==> config.mk <==
export PLATFORM = sky130hd
export DESIGN_NAME = game_sequencer
export DESIGN_NICKNAME = d
export VERILOG_FILES = /design/src/rtl/game_pkg.sv /design/src/rtl/tick_divider.sv /design/src/rtl/game_sequencer.sv
export SDC_FILE = /design/constraint.sdc
export NUM_CORES = 1
export LEC_CHECK = 0
export BUFFER_PORTS_ARGS = -buffer_cell sky130_fd_sc_hd__buf_2
export CORE_MARGIN = 10
export CORE_UTILIZATION = 54
export CTS_CLUSTER_DIAMETER = 100
export DETAILED_ROUTE_END_ITERATION = 6
export PLACE_DENSITY_LB_ADDON = 0.12
export SETUP_SLACK_MARGIN = 0.4
export SYNTH_ARGS = -nofsm -noshare
export SYNTH_HDL_FRONTEND = slang
export SYNTH_SLANG_ARGS = --single-unit
==> constraint.sdc <==
create_clock -name clkgame -period 2.1 [get_ports clkgame]
set_input_delay 0.21 -clock clkgame [delete_from_list [all_inputs] [get_ports clkgame]]
set_output_delay 0.21 -clock clkgame [all_outputs]
set_load 0.05 [all_outputs]
==> src/rtl/game_pkg.sv <==
// Shared encodings, default parameters and limits for the game sequencer.
// Pure declarations; no timing or flow-control behaviour lives here.
package game_pkg;

   localparam logic [2:0] ST_IDLE     = 3'd0;
   localparam logic [2:0] ST_PLAY     = 3'd1;
   localparam logic [2:0] ST_PAUSED   = 3'd2;
   localparam logic [2:0] ST_LEVEL_UP = 3'd3;
   localparam logic [2:0] ST_OVER     = 3'd4;

   localparam int DEF_TICK_DIV       = 4;
   localparam int DEF_PASS_PER_LEVEL = 8;
   localparam int DEF_MAX_LEVEL      = 10;
   localparam int DEF_LEVELUP_HOLD   = 60;

   localparam int LEVEL_W   = 10;
   localparam int SCORE_W   = 10;
   localparam int SCORE_MAX = 999;

   function automatic logic [SCORE_W-1:0] sat_inc(input logic [SCORE_W-1:0] v,
                                                   input logic [SCORE_W-1:0] lim);
      return (v >= lim) ? v : v + SCORE_W'(1);
   endfunction

endpackage

==> src/rtl/tick_divider.sv <==
// Divides frame_tick by TICK_DIV while en is high; registered step, 1-cycle latency.
// No backpressure: count freezes when en is low, rst clears count and step.
module tick_divider
   import game_pkg::*;
#(
   parameter int TICK_DIV = DEF_TICK_DIV
)(
   input  logic clkgame,
   input  logic rst,
   input  logic en,
   input  logic frame_tick,
   output logic step
);

   localparam int CW = (TICK_DIV > 1) ? $clog2(TICK_DIV) : 1;

   logic [CW-1:0] cnt_q, cnt_d;
   logic          step_q, step_d;
   logic          wrap;

   assign wrap = (cnt_q == CW'(TICK_DIV - 1));

   always_comb begin
      cnt_d  = cnt_q;
      step_d = 1'b0;
      if (en && frame_tick) begin
         step_d = wrap;
         cnt_d  = wrap ? '0 : cnt_q + CW'(1);
      end
   end

   always_ff @(posedge clkgame) begin
      if (rst) begin
         cnt_q  <= '0;
         step_q <= 1'b0;
      end else begin
         cnt_q  <= cnt_d;
         step_q <= step_d;
      end
   end

   assign step = step_q;

endmodule

==> src/rtl/game_sequencer.sv <==
// Game FSM: start/play/pause/level-up/over, score and level tracking, env_step pacing.
// All outputs registered (1-cycle latency); no backpressure, inputs are pulses sampled each cycle.
module game_sequencer
   import game_pkg::*;
#(
   parameter int TICK_DIV       = DEF_TICK_DIV,
   parameter int PASS_PER_LEVEL = DEF_PASS_PER_LEVEL,
   parameter int MAX_LEVEL      = DEF_MAX_LEVEL,
   parameter int LEVELUP_HOLD   = DEF_LEVELUP_HOLD
)(
   input  logic               clkgame,
   input  logic               rst,
   input  logic               frame_tick,
   input  logic               btn_start,
   input  logic               btn_pause,
   input  logic               collision,
   input  logic               bar_passed,
   output logic [LEVEL_W-1:0] level,
   output logic               pause,
   output logic               env_step,
   output logic [SCORE_W-1:0] score,
   output logic [2:0]         state,
   output logic               game_over
);

   localparam int PW = $clog2(PASS_PER_LEVEL + 1);
   localparam int HW = $clog2(LEVELUP_HOLD + 1);

   logic [2:0]         state_q, state_d;
   logic [LEVEL_W-1:0] level_q, level_d;
   logic [SCORE_W-1:0] score_q, score_d;
   logic [PW-1:0]      pass_q, pass_d;
   logic [HW-1:0]      hold_q, hold_d;
   logic               pause_q, game_over_q;
   logic               div_clr, div_en, div_rst;

   always_comb begin
      state_d = state_q;
      level_d = level_q;
      score_d = score_q;
      pass_d  = pass_q;
      hold_d  = hold_q;
      div_clr = 1'b0;
      case (state_q)
         ST_IDLE, ST_OVER: begin
            if (btn_start) begin
               state_d = ST_PLAY;
               level_d = LEVEL_W'(1);
               score_d = '0;
               pass_d  = '0;
               div_clr = 1'b1;
            end
         end
         ST_PLAY: begin
            if (collision) begin
               state_d = ST_OVER;
            end else begin
               if (bar_passed) begin
                  score_d = sat_inc(score_q, SCORE_W'(SCORE_MAX));
                  if (pass_q == PW'(PASS_PER_LEVEL - 1)) begin
                     pass_d  = '0;
                     hold_d  = '0;
                     state_d = ST_LEVEL_UP;
                     if (level_q < LEVEL_W'(MAX_LEVEL))
                        level_d = level_q + LEVEL_W'(1);
                  end else begin
                     pass_d = pass_q + PW'(1);
                  end
               end
               // A pause arriving with a level-up is dropped.
               if (btn_pause && state_d == ST_PLAY)
                  state_d = ST_PAUSED;
            end
         end
         ST_PAUSED: begin
            if (btn_pause)
               state_d = ST_PLAY;
         end
         ST_LEVEL_UP: begin
            if (frame_tick) begin
               if (hold_q == HW'(LEVELUP_HOLD - 1)) begin
                  hold_d  = '0;
                  state_d = ST_PLAY;
                  div_clr = 1'b1;
               end else begin
                  hold_d = hold_q + HW'(1);
               end
            end
         end
         default: state_d = ST_IDLE;
      endcase
   end

   // Divider only advances while PLAY is held through this edge.
   assign div_en  = (state_q == ST_PLAY) && (state_d == ST_PLAY);
   assign div_rst = rst || div_clr;

   always_ff @(posedge clkgame) begin
      if (rst) begin
         state_q     <= ST_IDLE;
         level_q     <= LEVEL_W'(1);
         score_q     <= '0;
         pass_q      <= '0;
         hold_q      <= '0;
         pause_q     <= 1'b1;
         game_over_q <= 1'b0;
      end else begin
         state_q     <= state_d;
         level_q     <= level_d;
         score_q     <= score_d;
         pass_q      <= pass_d;
         hold_q      <= hold_d;
         pause_q     <= (state_d != ST_PLAY);
         game_over_q <= (state_d == ST_OVER);
      end
   end

   tick_divider #(.TICK_DIV(TICK_DIV)) u_tick_divider (
      .clkgame    (clkgame),
      .rst        (div_rst),
      .en         (div_en),
      .frame_tick (frame_tick),
      .step       (env_step)
   );

   assign level     = level_q;
   assign score     = score_q;
   assign pause     = pause_q;
   assign state     = state_q;
   assign game_over = game_over_q;

endmodule

Word level (Yosys, flattened, before mapping)
Cells that the tools add are included.
{"block": "word_totals", "regBits": 38, "out_inout_bits": 26, "inputBits": 7}
{"block": "op_classes", "eq_ne": 18, "n_mux": 38, "bitwise_logic": 1, "addsub": 5, "reduce_logical": 13, "magnitude_cmp": 2}
{"op": "10-bit 2-to-1 mux", "count": 9}
{"op": "10-bit one-hot mux with 2 select lines", "count": 2}
{"op": "3-bit 2-to-1 mux", "count": 10}
{"op": "6-bit 2-to-1 mux", "count": 5}
{"op": "10-bit by 1-bit adder with 10-bit output, second input constant", "count": 2}
{"op": "4-bit 2-to-1 mux", "count": 4}
{"op": "2-bit != test, second input constant", "count": 7}
{"op": "3-bit one-hot mux with 4 select lines", "count": 1}
{"op": "6-bit one-hot mux with 2 select lines", "count": 1}
{"op": "10-bit >= comparator, second input constant", "count": 1}
{"op": "10-bit by 4-bit < comparator with 1-bit output, second input constant", "count": 1}
{"op": "5-bit AND reduction", "count": 2}
{"op": "3-bit by 1-bit equality test with 1-bit output, second input constant", "count": 3}
{"op": "4-bit one-hot mux with 2 select lines", "count": 1}
{"op": "6-bit by 1-bit adder with 6-bit output, second input constant", "count": 1}
{"op": "3-bit by 2-bit equality test with 1-bit output, second input constant", "count": 2}
{"op": "3-bit equality test, second input constant", "count": 2}
{"op": "6-bit equality test, second input constant", "count": 1}
{"op": "6-bit AND reduction", "count": 1}
{"op": "4-bit by 1-bit adder with 4-bit output, second input constant", "count": 1}
{"op": "4-bit by 3-bit equality test with 1-bit output, second input constant", "count": 1}
{"op": "4-bit AND reduction", "count": 1}
{"op": "2-bit nonzero test", "count": 2}
{"op": "2-bit OR reduction", "count": 2}
{"op": "10 further kinds", "count": 14}

Depth between registers and ports, before layout
{"block": "depth", "word_depth": 15, "mapped_depth": 7}

Cells and area by module
A second synthesis with hierarchy kept.
{"block": "unflattened", "hier_cells": 206, "area_unflattened_um2": 1916.8}
{"module": "game_sequencer", "area_per_inst_um2": 1786.7, "cells_per_inst": 195, "n_inst": 1}
{"module": "tick_divider", "area_per_inst_um2": 130.1, "cells_per_inst": 11, "n_inst": 1}

Least setup slack after synthesis
Ideal clock, no wire load.
{"block": "synth_timing", "kind": "register to register", "from": "reg state_q[0], in the netlist state[0]", "to": "reg u_tick_divider.cnt_q[0]", "period_less_slack_ps": 2001, "stages_incl_launch_ff": 6, "arrival_time_ps": 1931, "slack_ps": 99, "n_path_buf": 1, "required_time_ps": 2030, "cell_sequence": "dfxtp_1 > buf_4 > nor3b_2 > o311ai_1 > or4_1 > a21boi_1"}
{"block": "synth_between", "elab_chain_cells": 12}
{"element": "start, declared", "line_no": "game_sequencer.sv:29", "rtl": "logic [2:0] state_q, state_d;"}
{"element": "start signal, assigned", "line_no": "game_sequencer.sv:108", "rtl": "state_q <= state_d;"}
{"element": "3-bit 2-to-1 mux", "line_no": "game_sequencer.sv:60", "rtl": "if (pass_q == PW'(PASS_PER_LEVEL - 1)) begin"}
{"element": "3-bit 2-to-1 mux", "line_no": "game_sequencer.sv:58", "rtl": "if (bar_passed) begin"}
{"element": "3-bit 2-to-1 mux", "line_no": "game_sequencer.sv:55", "rtl": "if (collision) begin"}
{"element": "3-bit 2-to-1 mux", "line_no": "game_sequencer.sv:44", "rtl": "case (state_q)"}
{"element": "3-bit by 1-bit equality test with 1-bit output", "line_no": "game_sequencer.sv:71", "rtl": "if (btn_pause && state_d == ST_PLAY)"}
{"element": "1-bit logical AND", "line_no": "game_sequencer.sv:71"}
{"element": "3-bit 2-to-1 mux", "line_no": "game_sequencer.sv:71"}
{"element": "3-bit 2-to-1 mux", "line_no": "game_sequencer.sv:55"}
{"element": "3-bit one-hot mux with 4 select lines", "line_no": "game_sequencer.sv:44"}
{"element": "3-bit by 1-bit equality test with 1-bit output", "line_no": "game_sequencer.sv:95", "rtl": "assign div_en = (state_q == ST_PLAY) && (state_d == ST_PLAY);"}
{"element": "1-bit logical AND", "line_no": "game_sequencer.sv:95"}
{"element": "1-bit logical AND", "line_no": "tick_divider.sv:26", "rtl": "if (en && frame_tick) begin"}
{"element": "end signal, assigned", "line_no": "tick_divider.sv:37", "rtl": "cnt_q <= cnt_d;"}
{"element": "end, declared", "line_no": "tick_divider.sv:17", "rtl": "logic [CW-1:0] cnt_q, cnt_d;"}
Several ways; a longest one is shown, not always the timed one. The select of a mux whose other input is x is not followed.
A chain may end at the register's enable or synchronous reset.

Worst setup path in the final report
{"block": "layout_timing", "from": "reg state_q[2], in the netlist state[2]", "to": "reg hold_q[4]"}
{"block": "layout_between", "elab_chain_cells": 3}
{"element": "3-bit by 2-bit equality test with 1-bit output / 3-bit by 1-bit equality test with 1-bit output (equally long branches)", "line_no": "game_sequencer.sv:44"}
{"element": "2-bit != test (no line) / 2-bit nonzero test (equally long branches)"}
{"element": "5-bit AND reduction (no line)"}
{"element": "end signal, assigned", "line_no": "game_sequencer.sv:112", "rtl": "hold_q <= hold_d;"}
{"element": "end, declared", "line_no": "game_sequencer.sv:33", "rtl": "logic [HW-1:0] hold_q, hold_d;"}
Several ways; a longest one is shown, not always the timed one.

==> flow_summary.ini <==
[synthesis]
avgSynthCellArea_um2 = 9.13
yosysWarningCount = 0
yosysUniqueCellTypes = 49
synth-seq-cells = 38
synth_edf_count = 0
yosys_most_used_dff = dfxtp_1
yosysSeqAreaShare_pct = 42.1
netlist_area_um2 = 1810
synth_nets = 210
synthArstFlopShare_pct = 0
syn_inst = 198

[critical_path]
crit_chain = or3b_4 -> o31ai_4 -> nand4_1 -> xor2_1 -> nor2_1
crit_type = flop to flop
cp.required_ns = 2.35
end_kind = flop
arrival_ns = 1.99
critPathMaxStageDelay_ns = 0.46
critPathMaxFanout = 9
r2r_slack_ns = 0.36
critPathLaunchType = flop
crit_slowest_cell = or3b_4

[final_layout]
multiInputGateArea_um2 = 1130
antenna_cells = 0
regArea_um2 = 786
fill_cells = 222
area_growth_pct = 31.3
drive_gt1_share_pct = 40.9
mostFrequentLayoutCell = buf_2
final_area_um2 = 2370
nets = 265
layout_common_cells = 33 x buf_2, 26 x dfxtp_1, 24 x nor2_1
fin_util_pct = 75.9
final_cells = 298

[die]
fp.dieW_um = 77.9
start_util_pct = 57.8
core_area_um2 = 3130
die-area_um2 = 6060
fp.dieH_um = 77.9
rows = 20
num_io_pins = 33

[timing]
postLayoutSetupSlackWorst_ns = 0.364
slew-limit-headroom_pct = 72.9
setup_tns_ns = 0
holdWs_ns = 0.196
finalCritPeriodShare_pct = 82.7
max_freq_mhz = 576
finalMaxSlewViolations = 0
min_period_ns = 1.74
hold_viol_final = 0
worst_pin_slew_ns = 0.405
rsz0062_at_grt = true
setup_viol = 0
skew_ns = 0.00845

[clock_tree]
ctsHoldBuffers = 0
h-tree-depth = 2
cts.path.max_buffers = 2
cts.clk_slew.worst_paths_ns = 0.12
cts_buffers = 5
clock_sinks = 38
cts_tree = yes
cts_root_buffer = clkbuf_4
clk_latency_ns = 0.35

[routing]
avgRoutedWirePerCell_um = 16.4
dr_wl_met3_um = 337
drc = 0
ant_nets = 0
met2_length_mm = 2.48
dr.pass1.iters = 5
drt_wl_total_mm = 4.90
num_vias = 1697
vias_per_cell = 5.69
met1Wirelength_mm = 2.03
top_layer_used = met4
drtIter0Drc = 117

[grt]
grt_max_degree = 15
grt_pass1_vias = 1648
antenna_found_initial = 0
grt_pass1_wl_mm = 7.42
grt_use_total_pct = 14.6
gr-total-overflow = 0

[placement]
dp_hpwl_mm = 2.99
place_ws_ns = 0.208
place_congestion = 0.809
portBuffers = 32
place_area_um2 = 2010
place_inst = 269

[power_and_ir_drop]
seqPwrFrac_pct = 55.5
leakagePower_nw = 0.994
max-vdd-ir-drop_mv = 0.411
swShare_pct = 27.9
pwr-share-comb_pct = 14.1
total_power_mw = 1.33
power.density_nw_per_um2 = 562
switchingPower_uw = 372
clkPwrFrac_pct = 30.4
cellInternalPower_uw = 962

[job]
max-cap-violations = 0

[worst_hold_path]
holdCritPathClass = input port to flop

[outcome]
status = finished, final reports clean
==> cells by family after synthesis <==
kind of cell	share of synthesized area, %
AND/OR/NAND/NOR	30.8
flip-flops	42.1
AO/OA/AOI/OAI	13.5
XOR/XNOR	5.33
buffers and inverters	3.18
adder cells (fa/ha/maj)	3.46
multiplexers	1.66
==> power groups by stage <==
stage          Combinational (mW)  Clock [mW]  Sequential [mW]
2_1_floorplan              0.0791           0            0.781
3_5_place_dp                0.135           0            0.759
3_3_place_gp                0.132           0            0.757
6_report                    0.188       0.405            0.740
5_1_grt                     0.201       0.444            0.742
4_1_cts                     0.149       0.411            0.742
==> flip-flops by register name, indices dropped and copies added (netlist names) <==
| register | cells |
|---|---|
| game_over | 1 |
| hold_q | 6 |
| level | 10 |
| pass_q | 4 |
| pause | 1 |
| score | 10 |
| state | 3 |
| u_tick_divider.cnt_q | 2 |
| u_tick_divider.step | 1 |
==> synthesized netlist by cell type (2+ instances only) <==
cell	instances	share of area [%]
xor2_1	6	2.9
inv_1	3	0.62
nor2_1	28	5.8
o21ai_0	8	2.2
a31oi_1	4	1.4
xnor2_1	5	2.4
a21oi_1	10	2.8
and3b_1	2	0.97
nand4_1	6	2.1
nand3_1	6	1.7
nand4b_1	5	2.4
buf_6	2	1.2
nor3b_1	4	1.7
nor4bb_1	2	1.1
nand2b_1	4	1.4
dfxtp_1	38	42
nand2_1	9	1.9
or4_1	3	1.2
and2_1	7	2.4
clkbuf_1	3	0.62
nor3_1	3	0.83
o21bai_1	2	0.83
and4_1	2	0.97
mux2i_1	3	1.7
a211oi_1	2	0.83
ha_1	5	3.5
and3_1	4	1.4
==> metal layers <==
layer | up-vias | GRT usage (%)
met5 | - | 0
met4 | 0 | 5.29
met3 | 6 | 5.65
met2 | 51 | 23.9
met1 | 810 | 17.0
li1 | 830 | -
==> worst max-delay path: cells and delay by family, from the launching register on <==
| family | cells | cell delay [ns] |
|---|---|---|
| and+or+nand+nor | 3 | 0.68 |
| DFF | 1 | 0.39 |
| AOI/OAI and AO/OA | 1 | 0.38 |
| xor gates and xnor gates | 1 | 0.17 |
==> final cells by class <==
| class | count | area share [%] |
|---|---|---|
| inverters | 3 | 0.474 |
| well taps | 44 | 2.32 |
| multi-input cells | 150 | 47.7 |
| clock buffers | 7 | 2.32 |
| repair buffers | 55 | 13.9 |
| clock inverters | 1 | 0.211 |
| flip-flops and latches | 38 | 33.1 |
==> final timing paths <==
| check | start | end | cells after the start |
|---|---|---|---|
| min reg2reg | u_tick_divider.cnt_q[1] | u_tick_divider.cnt_q[1] | 2 |
| max reg2reg | state[2] | hold_q[4] | 5 |
| min | rst | score[0] | 2 |
| max | state[2] | hold_q[4] | 5 |
==> repair_timing <==
| action | in CTS | in global routing |
|---|---|---|
| pin swaps | 7 | 16 |
| setup buffers | 8 | 13 |
| setup endpoints to repair | 18 | 17 |
| resized for setup | 19 | 17 |
| cloned | 0 | 0 |
Power figures use the tool's default switching activity.
